$ cat src/rtl/oh_lutram_dp_if.sv
// oh_lutram_dp_if -- port bundle for the dual-port LUT RAM.
//   wr_en/wr_addr/wr_din/wr_mask : port A write strobe, address, data, per-bit enable
//   rd_addr                      : port B read-only address
//   spo/dpo                      : read data at wr_addr / rd_addr
//   busy                         : clear sequencer active, port A writes dropped
// master drives addresses and write data; slave (the RAM) returns read data and busy.
interface oh_lutram_dp_if #(
   parameter int DW = 8,
   parameter int AW = 5
);
   logic          wr_en;
   logic [AW-1:0] wr_addr;
   logic [DW-1:0] wr_din;
   logic [DW-1:0] wr_mask;
   logic [AW-1:0] rd_addr;
   logic [DW-1:0] spo;
   logic [DW-1:0] dpo;
   logic          busy;

   modport master (
      output wr_en, wr_addr, wr_din, wr_mask, rd_addr,
      input  spo, dpo, busy
   );

   modport slave (
      input  wr_en, wr_addr, wr_din, wr_mask, rd_addr,
      output spo, dpo, busy
   );
endinterface

$ cat src/rtl/oh_lutram_dp.sv
// oh_lutram_dp -- parametrised dual-port LUT RAM with per-bit write mask,
// optional registered (read-first) outputs and an optional post-reset clear.
//   clk   : single clock for writes, output registers and clear sequencer
//   reset : synchronous, active-high
//   bus   : oh_lutram_dp_if.slave (port A write/read, port B read, busy)
// Parameters: DW data width, AW address width (2^AW entries),
//   REG_OUT 0 = combinational reads, 1 = one-cycle registered reads,
//   CLEAR_EN 1 = zero every entry after reset, busy high meanwhile.
module oh_lutram_dp #(
   parameter int DW       = 8,
   parameter int AW       = 5,
   parameter int REG_OUT  = 0,
   parameter int CLEAR_EN = 1
) (
   input  logic          clk,
   input  logic          reset,
   oh_lutram_dp_if.slave bus
);

   localparam int DEPTH = 2 ** AW;

   typedef enum logic {
      S_IDLE  = 1'b0,
      S_CLEAR = 1'b1
   } state_t;

   state_t        state_q, state_d;
   // One extra bit so the carry out of the last entry marks completion.
   logic [AW:0]   clr_addr_q, clr_addr_d;
   logic          clr_we;
   logic          busy;
   logic          wr_ok;
   logic [DW-1:0] mem [DEPTH];
   logic [DW-1:0] rd_spo;
   logic [DW-1:0] rd_dpo;

   function automatic logic [DW-1:0] mask_merge(input logic [DW-1:0] old_v,
                                                input logic [DW-1:0] new_v,
                                                input logic [DW-1:0] mask);
      return (old_v & ~mask) | (new_v & mask);
   endfunction

   always_ff @(posedge clk) begin
      if (reset) begin
         state_q    <= S_CLEAR;
         clr_addr_q <= '0;
      end else begin
         state_q    <= state_d;
         clr_addr_q <= clr_addr_d;
      end
   end

   always_comb begin
      state_d    = state_q;
      clr_addr_d = clr_addr_q;
      clr_we     = 1'b0;
      if ((CLEAR_EN != 0) && (state_q == S_CLEAR)) begin
         clr_we     = 1'b1;
         clr_addr_d = clr_addr_q + (AW+1)'(1);
         if (clr_addr_d[AW])
            state_d = S_IDLE;
      end
   end

   // busy covers the reset cycles themselves, not only the clear sweep.
   assign busy  = (CLEAR_EN != 0) && (reset || (state_q == S_CLEAR));
   assign wr_ok = bus.wr_en && !busy && !reset;

   // Array: clear sweep has priority; port A writes are dropped while busy.
   always_ff @(posedge clk) begin
      if (clr_we && !reset)
         mem[clr_addr_q[AW-1:0]] <= '0;
      else if (wr_ok)
         mem[bus.wr_addr] <= mask_merge(mem[bus.wr_addr], bus.wr_din, bus.wr_mask);
   end

   assign rd_spo   = mem[bus.wr_addr];
   assign rd_dpo   = mem[bus.rd_addr];
   assign bus.busy = busy;

   generate
      if (REG_OUT != 0) begin : g_reg
         // Output stage p1: samples pre-write content, giving read-first behaviour.
         logic [DW-1:0] spo_p1, dpo_p1;
         always_ff @(posedge clk) begin
            if (reset) begin
               spo_p1 <= '0;
               dpo_p1 <= '0;
            end else begin
               spo_p1 <= rd_spo;
               dpo_p1 <= rd_dpo;
            end
         end
         assign bus.spo = spo_p1;
         assign bus.dpo = dpo_p1;
      end else begin : g_async
         assign bus.spo = rd_spo;
         assign bus.dpo = rd_dpo;
      end
   endgenerate

endmodule
$ cat src/flat_wrapper.sv
// flat-port wrapper written by rule: the top's interface ports become plain ports
module oh_lutram_dp_flat 
#(
   parameter int DW       = 8,
   parameter int AW       = 5,
   parameter int REG_OUT  = 0,
   parameter int CLEAR_EN = 1
)
  (clk, reset, bus_wr_en, bus_wr_addr, bus_wr_din, bus_wr_mask, bus_rd_addr, bus_spo, bus_dpo, bus_busy);
  oh_lutram_dp_if #(.DW(DW), .AW(AW)) bus_i ();
  input  logic clk;
  input  logic reset;
  input wire logic [$bits(bus_i.wr_en)-1:0] bus_wr_en;
  input wire logic [$bits(bus_i.wr_addr)-1:0] bus_wr_addr;
  input wire logic [$bits(bus_i.wr_din)-1:0] bus_wr_din;
  input wire logic [$bits(bus_i.wr_mask)-1:0] bus_wr_mask;
  input wire logic [$bits(bus_i.rd_addr)-1:0] bus_rd_addr;
  output wire logic [$bits(bus_i.spo)-1:0] bus_spo;
  output wire logic [$bits(bus_i.dpo)-1:0] bus_dpo;
  output wire logic [$bits(bus_i.busy)-1:0] bus_busy;
  assign bus_i.wr_en = bus_wr_en;
  assign bus_i.wr_addr = bus_wr_addr;
  assign bus_i.wr_din = bus_wr_din;
  assign bus_i.wr_mask = bus_wr_mask;
  assign bus_i.rd_addr = bus_rd_addr;
  assign bus_spo = bus_i.spo;
  assign bus_dpo = bus_i.dpo;
  assign bus_busy = bus_i.busy;
  oh_lutram_dp #(.DW(DW), .AW(AW), .REG_OUT(REG_OUT), .CLEAR_EN(CLEAR_EN)) u_core (.clk(clk), .reset(reset), .bus(bus_i));
endmodule
$ cat config.mk
export PLATFORM = sky130hd
export DESIGN_NAME = oh_lutram_dp_flat
export DESIGN_NICKNAME = d
export VERILOG_FILES = /design/src/rtl/oh_lutram_dp_if.sv /design/src/rtl/oh_lutram_dp.sv /design/src/flat_wrapper.sv
export SDC_FILE = /design/constraint.sdc
export NUM_CORES = 1
export LEC_CHECK = 0
export BUFFER_PORTS_ARGS = -buffer_cell sky130_fd_sc_hd__buf_2
export CORE_ASPECT_RATIO = 0.5
export CORE_MARGIN = 8
export CORE_UTILIZATION = 35
export DETAILED_ROUTE_END_ITERATION = 6
export PLACE_DENSITY = 0.52
export RECOVER_POWER = 50
export SETUP_SLACK_MARGIN = 0.2
export SLEW_MARGIN = 30
export SYNTH_ARGS = -nofsm -noshare
export SYNTH_HDL_FRONTEND = slang
export SYNTH_SLANG_ARGS = --single-unit
$ cat constraint.sdc
create_clock -name clk -period 4.96 [get_ports clk]
set_input_delay 0.496 -clock clk [delete_from_list [all_inputs] [get_ports clk]]
set_output_delay 0.496 -clock clk [all_outputs]
set_load 0.01 [all_outputs]
Word level (Yosys, flattened, before mapping)

Memory sizes are Yosys's and may differ from the RTL's.
Index checks and enable logic that the tools add are counted.

Register bits after elaboration: 7
Memory bits (writable): 256
Input port bits: 29
Output and inout port bits: 17
Word-level logic and storage cells: 26
Memories: 1

Memories:

| name       | depth | bits a word | read ports | clocked after memory_dff | write ports | RTL line           | text |
|---|---|---|---|---|---|---|---|
| u_core.mem | 32    | 8           | 2          | 0                        | 1           | oh_lutram_dp.sv:33 | `logic [DW-1:0] mem [DEPTH];` |

Add/subtract/negate cells: 1
Mux-type cells: 11
Bitwise gates (word level): 4
Reductions and logical operators: 7

Operator list:

| operator            | number |
|---|---|
| $and 8x8->8         | 2 |
| $mux 1              | 9 |
| $mux 8              | 1 |
| $not 8->8           | 1 |
| $or 8x8->8          | 1 |
| $reduce_or 8->1     | 1 |
| $add 6x1->6 const B | 1 |
| $mux 5              | 1 |
| $logic_and 1x1->1   | 3 |
| $logic_not 1->1     | 2 |
| $logic_or 1x1->1    | 1 |

Depth between registers and ports, before layout

Gate-level depths: netlist of the first run.

Word-level depth: 9
Mapped depth: 8
Depth with buffers taken out: 5

Worst setup path before layout of the first run

Ideal clock, no wire load.

Kind: input to output
From: in bus_rd_addr[1]
To: out bus_dpo[0]
Arrival time: 2.218 ns
Required time: 4.464 ns
Path slack: 2.246 ns
Cell stages on the path: 5
Path through: clkbuf_1 -> clkbuf_1 -> mux4_2 -> mux4_2 -> mux2_2

Word-level cells in the longest chain between the ends: 1

Ends and longest elaborated chain:

| element         | RTL line           | text |
|---|---|---|
| start, declared | flat_wrapper.sv:17 | `input wire logic [$bits(bus_i.rd_addr)-1:0] bus_rd_addr;` |
| $mem_v2 32x8    | --                 |  |
| end, declared   | flat_wrapper.sv:19 | `output wire logic [$bits(bus_i.dpo)-1:0] bus_dpo;` |

No other way between the ends.

Worst setup path after layout of the first run

From: reg u_core.state_q
To: mem u_core.mem[6][1], enable pin

Word-level cells in the longest chain between the ends: 9
Elaborated cells on any way between the ends: 14

Ends and longest elaborated chain:

| element                                           | RTL line           | text |
|---|---|---|
| start, declared                                   | oh_lutram_dp.sv:27 | `state_t state_q, state_d;` |
| start signal, assigned                            | oh_lutram_dp.sv:48 | `state_q <= state_d;` |
| $logic_or 1x1->1                                  | oh_lutram_dp.sv:66 | `assign busy = (CLEAR_EN != 0) && (reset \|\| (state_q == S_CLEAR));` |
| $logic_not 1->1                                   | oh_lutram_dp.sv:67 | `assign wr_ok = bus.wr_en && !busy && !reset;` |
| $logic_and 1x1->1 (2 in a row)                    | oh_lutram_dp.sv:67 |  |
| $mux 1                                            | oh_lutram_dp.sv:73 | `else if (wr_ok)` |
| $mux 1                                            | oh_lutram_dp.sv:71 | `if (clr_we && !reset)` |
| $mux 1 (implied by the code)                      | oh_lutram_dp.sv:74 | `mem[bus.wr_addr] <= mask_merge(mem[bus.wr_addr], bus.wr_din, bus.wr_mask);` |
| $reduce_or 8->1 (no line)                         | --                 |  |
| $mux 5 (no line) / $mux 1 (equally long branches) | --                 |  |
| end, declared                                     | oh_lutram_dp.sv:33 |  |

Several ways; a longest one is shown, not always the timed one.

==> run_results.csv, run 1 <==
group,metric,value,unit
status,status,"finished with violations",
status,violations,"capacitance limit, slew limit",
synth,syn_nets,775,
setup_path,crit_path_end_kind,"flip-flop",
clock_network,cts_tree,"yes",
clock_network,cts-root-buf,"clkbuf_16",
pwr,cellPowerDensity,349,nW/um^2
synth,ys.flop_type,"edfxtp_1",
clock_network,worstSkewPairLatency,0.57,ns
place,gp_congestion,0.818,
global_route,grt_first_pass_wirelength,52700,um
synth,synth_top_area_cell,"edfxtp_1",
floorplan,core,35600,sq um
floorplan,start_util,0.353,
synth,avgSynthCellArea,16.9,sq um
routing,vias_per_cell,5.70,
pwr,leakagePower,4.91,nW
finish,final_common_cell,"edfxtp_1",
synth,synth_area,12600,sq um
floorplan,die_w,284,um
finish,insertedDiodeCount,0,
finish,fillCellCount,3222,
hold_path,hp-class,"in -> reg",
sta,skew,0.0253,ns
synth,netlist_instances,745,
setup_path,cp-start-kind,"flip-flop",
sta,tns,0,ns
run,maxCapViolCount,2,
synth,synth_edf_count,256,
clock_network,cts_hold_buf,0,
synth,synth.area.top_cells,"edfxtp_1, mux4_2, mux2i_1",
sta,rsz0062_at_grt,"no",
finish,area_growth_syn_to_layout,13.4,%
clock_network,htreeDepth,1,
synth,seq_area_frac_synth,0.623,
floorplan,rows,49,
sta,hold_slack,0.252,ns
finish,final_area,14200,sq um
clock_network,clkSlewWorstSetupHoldPaths,0.06,ns
synth,synth_top_area_frac,0.612,
synth,synth.distinct_cells,29,
global_route,grt_pass1_vias,7363,
pwr,ir_drop,0.000258,V
clock_network,numCtsBuffers,27,
setup_path,crit_required,5.14,ns
setup_path,worst-path-max-fanout,13,
global_route,antenna_found_initial,0,
place,io_buffers,45,
sta,worst_slew_pin_slew,1.70,ns
global_route,grt_max_degree,87,
place,place_area,13400,sq um
clock_network,cts_resized,0,
routing,wirelength,36900,um
finish,utilization,0.400,
sta,fin_crit_sh,0.803,
routing,firstDrtPassIters,6,
synth,yosys_warnings,0,
synth,synth_seq_cells,263,
sta,setup_viol,0,
floorplan,die_area,42600,sq um
sta,timing.fmax,251,MHz
global_route,grt_use_total,0.170,
routing,vias,7416,
setup_path,reg2regPathDepth,6,
place,hpwl,23200,um
sta,drv_slew,95,
setup_path,arrival,4.16,ns
finish,layout_common_cells,"edfxtp_1, mux2i_1, mux4_2, a22oi_1, buf_2",
sta,slew_headroom,-0.133,
routing,drt_iter0_drc,876,
global_route,grt.overflow.total,0,
sta,hold_violations,0,
synth,synthArstFlopShare,0,
setup_path,crit_type,"reg -> reg",
floorplan,io_pins,46,
routing,drc,0,
clock_network,cts_setup_buffers,0,
pwr,finalPower,0.00497,W
floorplan,die_y,150,um
routing,wl_per_cell,28.4,um
clock_network,cts_sinks,263,
finish,drive_gt1_frac,0.256,
hold_path,worstHoldPathCells,2,
clock_network,cts_buffer_depth,3,
routing,postRouteAntennaNets,0,
finish,final_nets,826,
sta,min_period,3.98,ns
[Yosys cell counts, types with 8 or more instances]
library cell  instances
mux2_2               10
mux2i_1             133
buf_4                11
edfxtp_1            256
buf_1                 8
o211a_1               8
buf_2                12
a22oi_1              64
nor2_1               45
nand2_1              14
mux4_2               80
a21oi_1              34
nand2b_1             10
clkbuf_1             23
nor4_1                8
[critical path: stages, from the launching register on]
cell	delay, ns
dfxtp_1	0.43
nor3b_1	1.33
clkbuf_1	0.44
mux2i_1	0.27
nand2_1	0.28
nor2_1	0.18
clkbuf_1	0.66
[layout make-up]
type | instances | area [sq um] | area share
Sequential cell | 263 | 7830 | 0.549
Multi-Input combinational cell | 427 | 4500 | 0.316
Clock buffer | 32 | 694 | 0.0487
Tap cell | 484 | 606 | 0.0425
Timing Repair Buffer | 77 | 444 | 0.0312
Clock inverter | 17 | 178 | 0.0125
[per-stage QoR]
stage	std cells	setup slack, ns
finish	1300	0.979
global route	1300	0.741
CTS	1300	1.52
detailed placement	1251	1.14
global placement	1251	1.06
floorplan	745	2.25
[where the power goes]
part	internal (W)	leakage [nW]	switching [W]	total [W]
sequential	0.00245	2.49	0.0000213	0.00247
combinational	0.000190	2.00	0.000276	0.000466
clock	0.00116	0.423	0.000871	0.00203
[flip-flops by register name, indices dropped and copies added (netlist names)]
name / count
u_core.mem: 256
u_core.clr_addr_q: 6
u_core.state_q: 1
[path summary, 6_finish.rpt]
kind / start / to / slack, ns
hold reg to reg: u_core.clr_addr_q[5]$_SDFFE_PP0P_ / u_core.clr_addr_q[5]$_SDFFE_PP0P_ / 0.50
setup reg to reg: u_core.state_q$_SDFF_PP1_ / u_core.mem[6][1]$_DFFE_PP_ / 0.98
setup / recovery: u_core.state_q$_SDFF_PP1_ / u_core.mem[6][1]$_DFFE_PP_ / 0.98
hold / removal: reset / u_core.clr_addr_q[0]$_SDFFE_PP0P_ / 0.25
[cells by family (layout without fill, tap and decap cells)]
kind of cell,Yosys count,count (layout),synth area share
compound gates,107,107,0.0588
fa+ha+maj,1,1,0.000996
buf+inv,55,126,0.0215
xor+xnor,5,5,0.00349
mux,223,223,0.258
simple gates,91,91,0.0339
flops,263,263,0.623
[metal layers]
metal | global-route usage | vias up | wire, um
met3 | 0.0327 | 59 | 2630
met1 | 0.232 | 3899 | 16000
met2 | 0.276 | 287 | 17200
li1 | - | 3171 | -
met5 | 0 | - | 0
met4 | 0.0524 | 0 | 1060
Power figures use the tool's default switching activity.
==> run 2: changes to the inputs <==
--- a/config.mk
+++ b/config.mk
@@ -10,7 +10,7 @@
 export CORE_MARGIN = 8
 export CORE_UTILIZATION = 35
 export DETAILED_ROUTE_END_ITERATION = 6
-export PLACE_DENSITY = 0.52
+export PLACE_DENSITY = 0.54
 export RECOVER_POWER = 50
 export SETUP_SLACK_MARGIN = 0.2
 export SLEW_MARGIN = 30
==> constraint.sdc (replaced) <==
create_clock -name clk -period 3.3 [get_ports clk]
set_input_delay 0.33 -clock clk [delete_from_list [all_inputs] [get_ports clk]]
set_output_delay 0.33 -clock clk [all_outputs]
set_load 0.01 [all_outputs]
==> run 2 against run 1 <==
Effect of this change:
- the run now ends clean
- final cell count grew 2.1%
- via count shrank 0.93%
- sequential power grew 50%
- register-to-register slack lost 0.54 ns
- clock power grew 40%
- first-iteration DRC count shrank 19%
- combinational power grew 59%
- global-route usage shrank 0.70 points
- largest power group unchanged
- highest routed layer is now met5
==> run_results.csv, run 2 (same netlist as run 1, synthesis figures left out) <==
group,metric,value,unit
setup_path,r2r_end,"u_core.mem[14][2]$_DFFE_PP_",
routing,firstDrtPassIters,5,
finish,insertedDiodeCount,0,
sta,slew_headroom,0.380,
pwr,ir_drop,0.000388,V
global_route,grt_max_degree,35,
clock_network,cts_hold_buf,0,
clock_network,numCtsBuffers,27,
clock_network,clkSlewWorstSetupHoldPaths,0.06,ns
finish,area_growth_syn_to_layout,15.1,%
hold_path,hp-start,"reset",
global_route,grt_use_total,0.163,
place,place_ws,0.182,ns
pwr,leakagePower,5.08,nW
sta,fin_crit_sh,0.892,
global_route,grt_first_pass_wirelength,51600,um
clock_network,cts-root-buf,"clkbuf_16",
setup_path,reg2regPathDepth,5,
setup_path,cp-start-kind,"input port",
setup_path,crit_type,"in -> out",
pwr,cellPowerDensity,504,nW/um^2
routing,postRouteAntennaNets,0,
global_route,grt.overflow.total,0,
clock_network,cts_buffer_depth,3,
setup_path,crit_required,2.97,ns
clock_network,cts_sinks,263,
routing,wl_per_cell,26.6,um
floorplan,die_area,42600,sq um
finish,layout_common_cells,"edfxtp_1, mux2i_1, mux4_2, a22oi_1",
finish,reg.largest.list,"u_core.mem: 256 flops, u_core.clr_addr_q: 6 flops, u_core.state_q: 1 flops",
hold_path,hold_path_end,"u_core.clr_addr_q[1]$_SDFFE_PP0P_",
sta,setup_viol,0,
sta,hold_violations,0,
sta,rsz0062_at_grt,"no",
place,hpwl,23800,um
global_route,grt_pass1_vias,7498,
setup_path,crit_path_end_kind,"output pin",
run,maxCapViolCount,0,
sta,timing.fmax,340,MHz
floorplan,start_util,0.353,
finish,largest_reg_flops,256,
routing,vias_per_cell,5.54,
floorplan,die_w,284,um
global_route,antenna_found_initial,1,
finish,final_common_cell,"edfxtp_1",
clock_network,cts_resized,0,
routing,drt_iter0_drc,707,
place,io_buffers,45,
place,gp_congestion,0.838,
routing,drc,0,
sta,drv_slew,0,
hold_path,worstHoldPathCells,2,
routing,wirelength,35200,um
setup_path,startpoint,"bus_wr_addr[1]",
hold_path,hp-class,"in -> reg",
floorplan,die_y,150,um
status,status,"complete, no violations",
setup_path,reg2reg_from,"u_core.state_q$_SDFF_PP1_",
floorplan,io_pins,46,
clock_network,htreeDepth,1,
setup_path,arrival,2.61,ns
floorplan,core,35600,sq um
finish,drive_gt1_frac,0.263,
finish,final_nets,854,
setup_path,r2r_slack,0.44,ns
clock_network,cts_setup_buffers,0,
finish,regMostFlops,"u_core.mem",
routing,vias,7347,
sta,timing.final.ws_setup,0.357,ns
sta,worst_slew_pin_slew,0.927,ns
clock_network,worstSkewPairLatency,0.55,ns
sta,skew,0.0130,ns
setup_path,worst-path-max-fanout,25,
sta,tns,0,ns
sta,min_period,2.94,ns
finish,layout.cells.non_filler,1327,
floorplan,rows,49,
clock_network,cts_tree,"yes",
place,dpl.cell_count,1279,
==> run 2: cell count changes in the layout (fill, tap and decap cells not counted), moves of 2 or more <==
cell	previous run	this run
buf_4	13	30
buf_12	3	11
nor2_1	33	41
nor2_2	12	4
clkbuf_2	1	6
clkinv_1	5	8
o211a_1	5	8
o211a_2	3	0
bufinv_16	3	1
clkbuf_1	22	20
==> run 2: worst max-delay path, cell delays in order <==
cell and delay, ns:
clkbuf_1 0.26, nor2b_1 0.78, buf_12 0.30, a22oi_1 0.13, a21oi_1 0.31, nor4_1 0.18, buf_4 0.17, buf_2 0.13
==> run 2: routing by layer <==
metal | part of all wire | global-route usage | up-vias
li1 | - | - | 3232
met1 | 0.43 | 0.218 | 3852
met2 | 0.47 | 0.267 | 218
met3 | 0.070 | 0.0388 | 43
met4 | 0.025 | 0.0453 | 2
met5 | 0.00023 | 0 | -
==> run 2: layout make-up <==
class                      instances  area (sq um)
fill                            3211         21200
sequential                       263          7830
multi-input combinational        427          4470
timing repair buffer             105           752
clock buffer                      31           691
tap                              484           606
clock inverter                    17           118
==> run 2: metrics by stage <==
stage / hold slack, ns / total power [W] / utilization / cell area, sq um
global route: 0.0770 / 0.00753 / 0.406 / 14500
CTS: 0.0653 / 0.00737 / 0.409 / 14600
finish: 0.0809 / 0.00729 / 0.406 / 14500
detailed placement: 0.491 / 0.00453 / 0.387 / 13800
global placement: 0.476 / 0.00452 / 0.386 / 13800
floorplan: 0.461 / 0.00422 / - / 12600
==> run 2: how the worst max path moves through the flow <==
| stage | slack [ns] | endpoint | cells past startpoint |
|---|---|---|---|
| floorplan | 0.83 | u_core.mem[0][5]$_DFFE_PP_ | 8 |
| detailed placement | 0.18 | u_core.mem[19][5]$_DFFE_PP_ | 9 |
| CTS | 0.42 | bus_dpo[3] | 6 |
| global placement | 0.21 | u_core.mem[17][5]$_DFFE_PP_ | 9 |
| global route | 0.19 | u_core.mem[23][1]$_DFFE_PP_ | 9 |
| finish | 0.36 | bus_spo[5] | 8 |
==> run 2: power by group <==
part | switching (W) | total (W) | internal, W
sequential | 0.0000267 | 0.00371 | 0.00368
clock | 0.00127 | 0.00285 | 0.00157
combinational | 0.000425 | 0.000740 | 0.000315
total | 0.00172 | 0.00729 | 0.00557
==> run 3: changes to the inputs <==
--- a/config.mk
+++ b/config.mk
@@ -7,7 +7,7 @@
 export LEC_CHECK = 0
 export BUFFER_PORTS_ARGS = -buffer_cell sky130_fd_sc_hd__buf_2
 export CORE_ASPECT_RATIO = 0.5
-export CORE_MARGIN = 8
+export CORE_MARGIN = 2
 export CORE_UTILIZATION = 35
 export DETAILED_ROUTE_END_ITERATION = 6
 export PLACE_DENSITY = 0.54
==> run 3 against run 2 <==
Effect of this change:
- design area up 0.42%
- routed wire length increased by 5.3%
- non-clock buffer count up 12
- largest cell class unchanged
- sequential cell count unchanged
- clock-buffer cell count is 1 higher
- die area shrank 12%
- clock power is essentially flat
- setup slack got worse by 0.12 ns
- power is 0.13% higher
- register-to-register slack worse by 0.10 ns
- first-iteration DRC count grew 20%
- final cell count grew 0.15%
==> run_results.csv, run 3 (same netlist as run 1, synthesis figures left out) <==
group,metric,value,unit
status,status,"complete, no violations",
clock_network,cts_sinks,263,
setup_path,reg2regPathDepth,6,
finish,drive_gt1_frac,0.288,
hold_path,hp-class,"in -> reg",
setup_path,crit_path_end_kind,"output pin",
routing,wl_per_cell,27.9,um
sta,fin_crit_sh,0.927,
setup_path,cp-start-kind,"input port",
global_route,grt_pass1_vias,7610,
pwr,p_comb_frac,0.104,
pwr,leakagePower,5.15,nW
sta,hold_violations,0,
floorplan,start_util,0.360,
global_route,grt_max_degree,41,
sta,skew,0.0184,ns
sta,setup_viol,0,
routing,drt_iter0_drc,845,
sta,timing.fmax,327,MHz
pwr,p_sw_frac,0.237,
place,io_buffers,45,
setup_path,crit_type,"in -> out",
finish,insertedDiodeCount,0,
floorplan,rows,48,
setup_path,critPathSlowestCell,"clkbuf_1",
sta,rsz0062_at_grt,"no",
global_route,grt.overflow.total,0,
clock_network,cts_tree,"yes",
hold_path,worstHoldPathCells,2,
routing,drc,0,
setup_path,path_depth,8,
finish,fillCellCount,3095,
floorplan,io_pins,46,
sta,min_period,3.06,ns
sta,drv_slew,0,
clock_network,clkSlewWorstSetupHoldPaths,0.06,ns
routing,firstDrtPassIters,5,
pwr,cellPowerDensity,503,nW/um^2
clock_network,cts-root-buf,"clkbuf_16",
place,gp_congestion,0.816,
run,maxCapViolCount,0,
routing,wirelength,37100,um
setup_path,arrival,2.73,ns
global_route,antenna_found_initial,0,
clock_network,cts_setup_buffers,0,
sta,tns,0,ns
floorplan,die_y,138,um
pwr,netSwitchingPower,0.00173,W
setup_path,crit_family,"buffers and inverters",
pwr,ir_drop,0.000289,V
sta,slew_headroom,0.414,
finish,ff_latch_area,7830,sq um
finish,largest_reg_flops,256,
clock_network,worstSkewPairLatency,0.55,ns
pwr,seqPwrFrac,0.508,
setup_path,path_buf_inv,4,
setup_path,r2r_end,"u_core.mem[0][1]$_DFFE_PP_",
setup_path,worst-path-max-fanout,38,
place,hpwl,24200,um
routing,postRouteAntennaNets,0,
routing,vias_per_cell,5.72,
setup_path,max_stage_delay,0.54,ns
finish,area_growth_syn_to_layout,15.6,%
pwr,finalPower,0.00730,W
setup_path,worstPathCellList,"buf_6 -> clkbuf_1 -> mux2i_1 -> a22oi_1 -> a21oi_1 -> nor4_1 -> buf_4 -> buf_2",
sta,worst_slew_pin_slew,0.879,ns
floorplan,core,34900,sq um
clock_network,cts_hold_buf,0,
finish,multiInputGateArea,4490,sq um
finish,reg.largest.list,"u_core.mem: 256 flops, u_core.clr_addr_q: 6 flops, u_core.state_q: 1 flops",
finish,final_nets,866,
global_route,grt_first_pass_wirelength,53400,um
pwr,power.share.clock,0.389,
routing,vias,7603,
clock_network,htreeDepth,1,
clock_network,numCtsBuffers,27,
finish,final_common_cell,"edfxtp_1",
setup_path,r2r_slack,0.34,ns
global_route,grt_use_total,0.201,
clock_network,cts_buffer_depth,3,
setup_path,reg2reg_from,"u_core.state_q$_SDFF_PP1_",
setup_path,crit_end,"bus_spo[2]",
setup_path,crit_required,2.97,ns
clock_network,cts_resized,0,
finish,regMostFlops,"u_core.mem",
setup_path,startpoint,"bus_wr_addr[0]",
finish,layout_common_cells,"edfxtp_1, mux2i_1, mux4_2, a22oi_1, buf_2",
floorplan,die_w,272,um
pwr,internal_power,0.00557,W
floorplan,die_area,37500,sq um
run 3: cell count changes in the layout (fill, tap and decap cells not counted), moves of 4 or more:
cell and change:
buf_4 +9, clkinv_2 +4, nor2_2 +5, clkinv_1 -4, clkbuf_2 +9, nor2_1 -5
clkbuf_1 -4
run 3: area by class of cell:
cell class | count | area share
sequential | 263 | 0.539
multi-input combinational | 427 | 0.309
timing repair buffer | 117 | 0.0568
clock buffer | 32 | 0.0478
tap | 475 | 0.0409
clock inverter | 15 | 0.00672
run 3: how the worst min path moves through the flow:
stage,from,end,slack [ns]
floorplan,u_core.clr_addr_q[5]$_SDFFE_PP0P_,u_core.clr_addr_q[5]$_SDFFE_PP0P_,0.46
global placement,u_core.clr_addr_q[5]$_SDFFE_PP0P_,u_core.clr_addr_q[5]$_SDFFE_PP0P_,0.48
detailed placement,u_core.clr_addr_q[5]$_SDFFE_PP0P_,u_core.clr_addr_q[5]$_SDFFE_PP0P_,0.50
CTS,reset,u_core.clr_addr_q[0]$_SDFFE_PP0P_,0.07
global route,reset,u_core.clr_addr_q[0]$_SDFFE_PP0P_,0.08
finish,reset,u_core.clr_addr_q[0]$_SDFFE_PP0P_,0.09
run 3: power by group through the flow:
stage                     sequential, W  combinational, W  clock, W
after floorplan                 0.00377          0.000455         0
after global placement          0.00377          0.000763         0
after detailed placement        0.00378          0.000767         0
after CTS                       0.00371          0.000770   0.00288
after global routing            0.00371          0.000800   0.00301
final                           0.00371          0.000756   0.00284
run 3: worst register-to-register path, stage by stage (launching register included):
cell and delay [ns]:
dfxtp_1 0.31, nor3b_1 0.60, clkbuf_1 0.29, mux2i_1 0.58, nand3_1 0.27, nor2_1 0.21
clkbuf_1 0.36
run 3: metal layers:
| layer | share of wire | global-route usage |
|---|---|---|
| met2 | 0.45 | 0.318 |
| met3 | 0.087 | 0.0497 |
| met5 | 0 | 0 |
| met1 | 0.44 | 0.280 |
| met4 | 0.022 | 0.0461 |
run 3: through the flow:
step	utilization	hold WS [ns]	cells	cell area (sq um)	setup WS, ns
3_5_place_dp	0.397	0.499	1282	13800	0.410
4_1_cts	0.419	0.0727	1329	14600	0.455
6_report	0.416	0.0859	1329	14500	0.241
2_1_floorplan	-	0.461	745	12600	0.826
3_3_place_gp	0.396	0.479	1282	13800	0.345
5_1_grt	0.416	0.0842	1329	14500	0.176
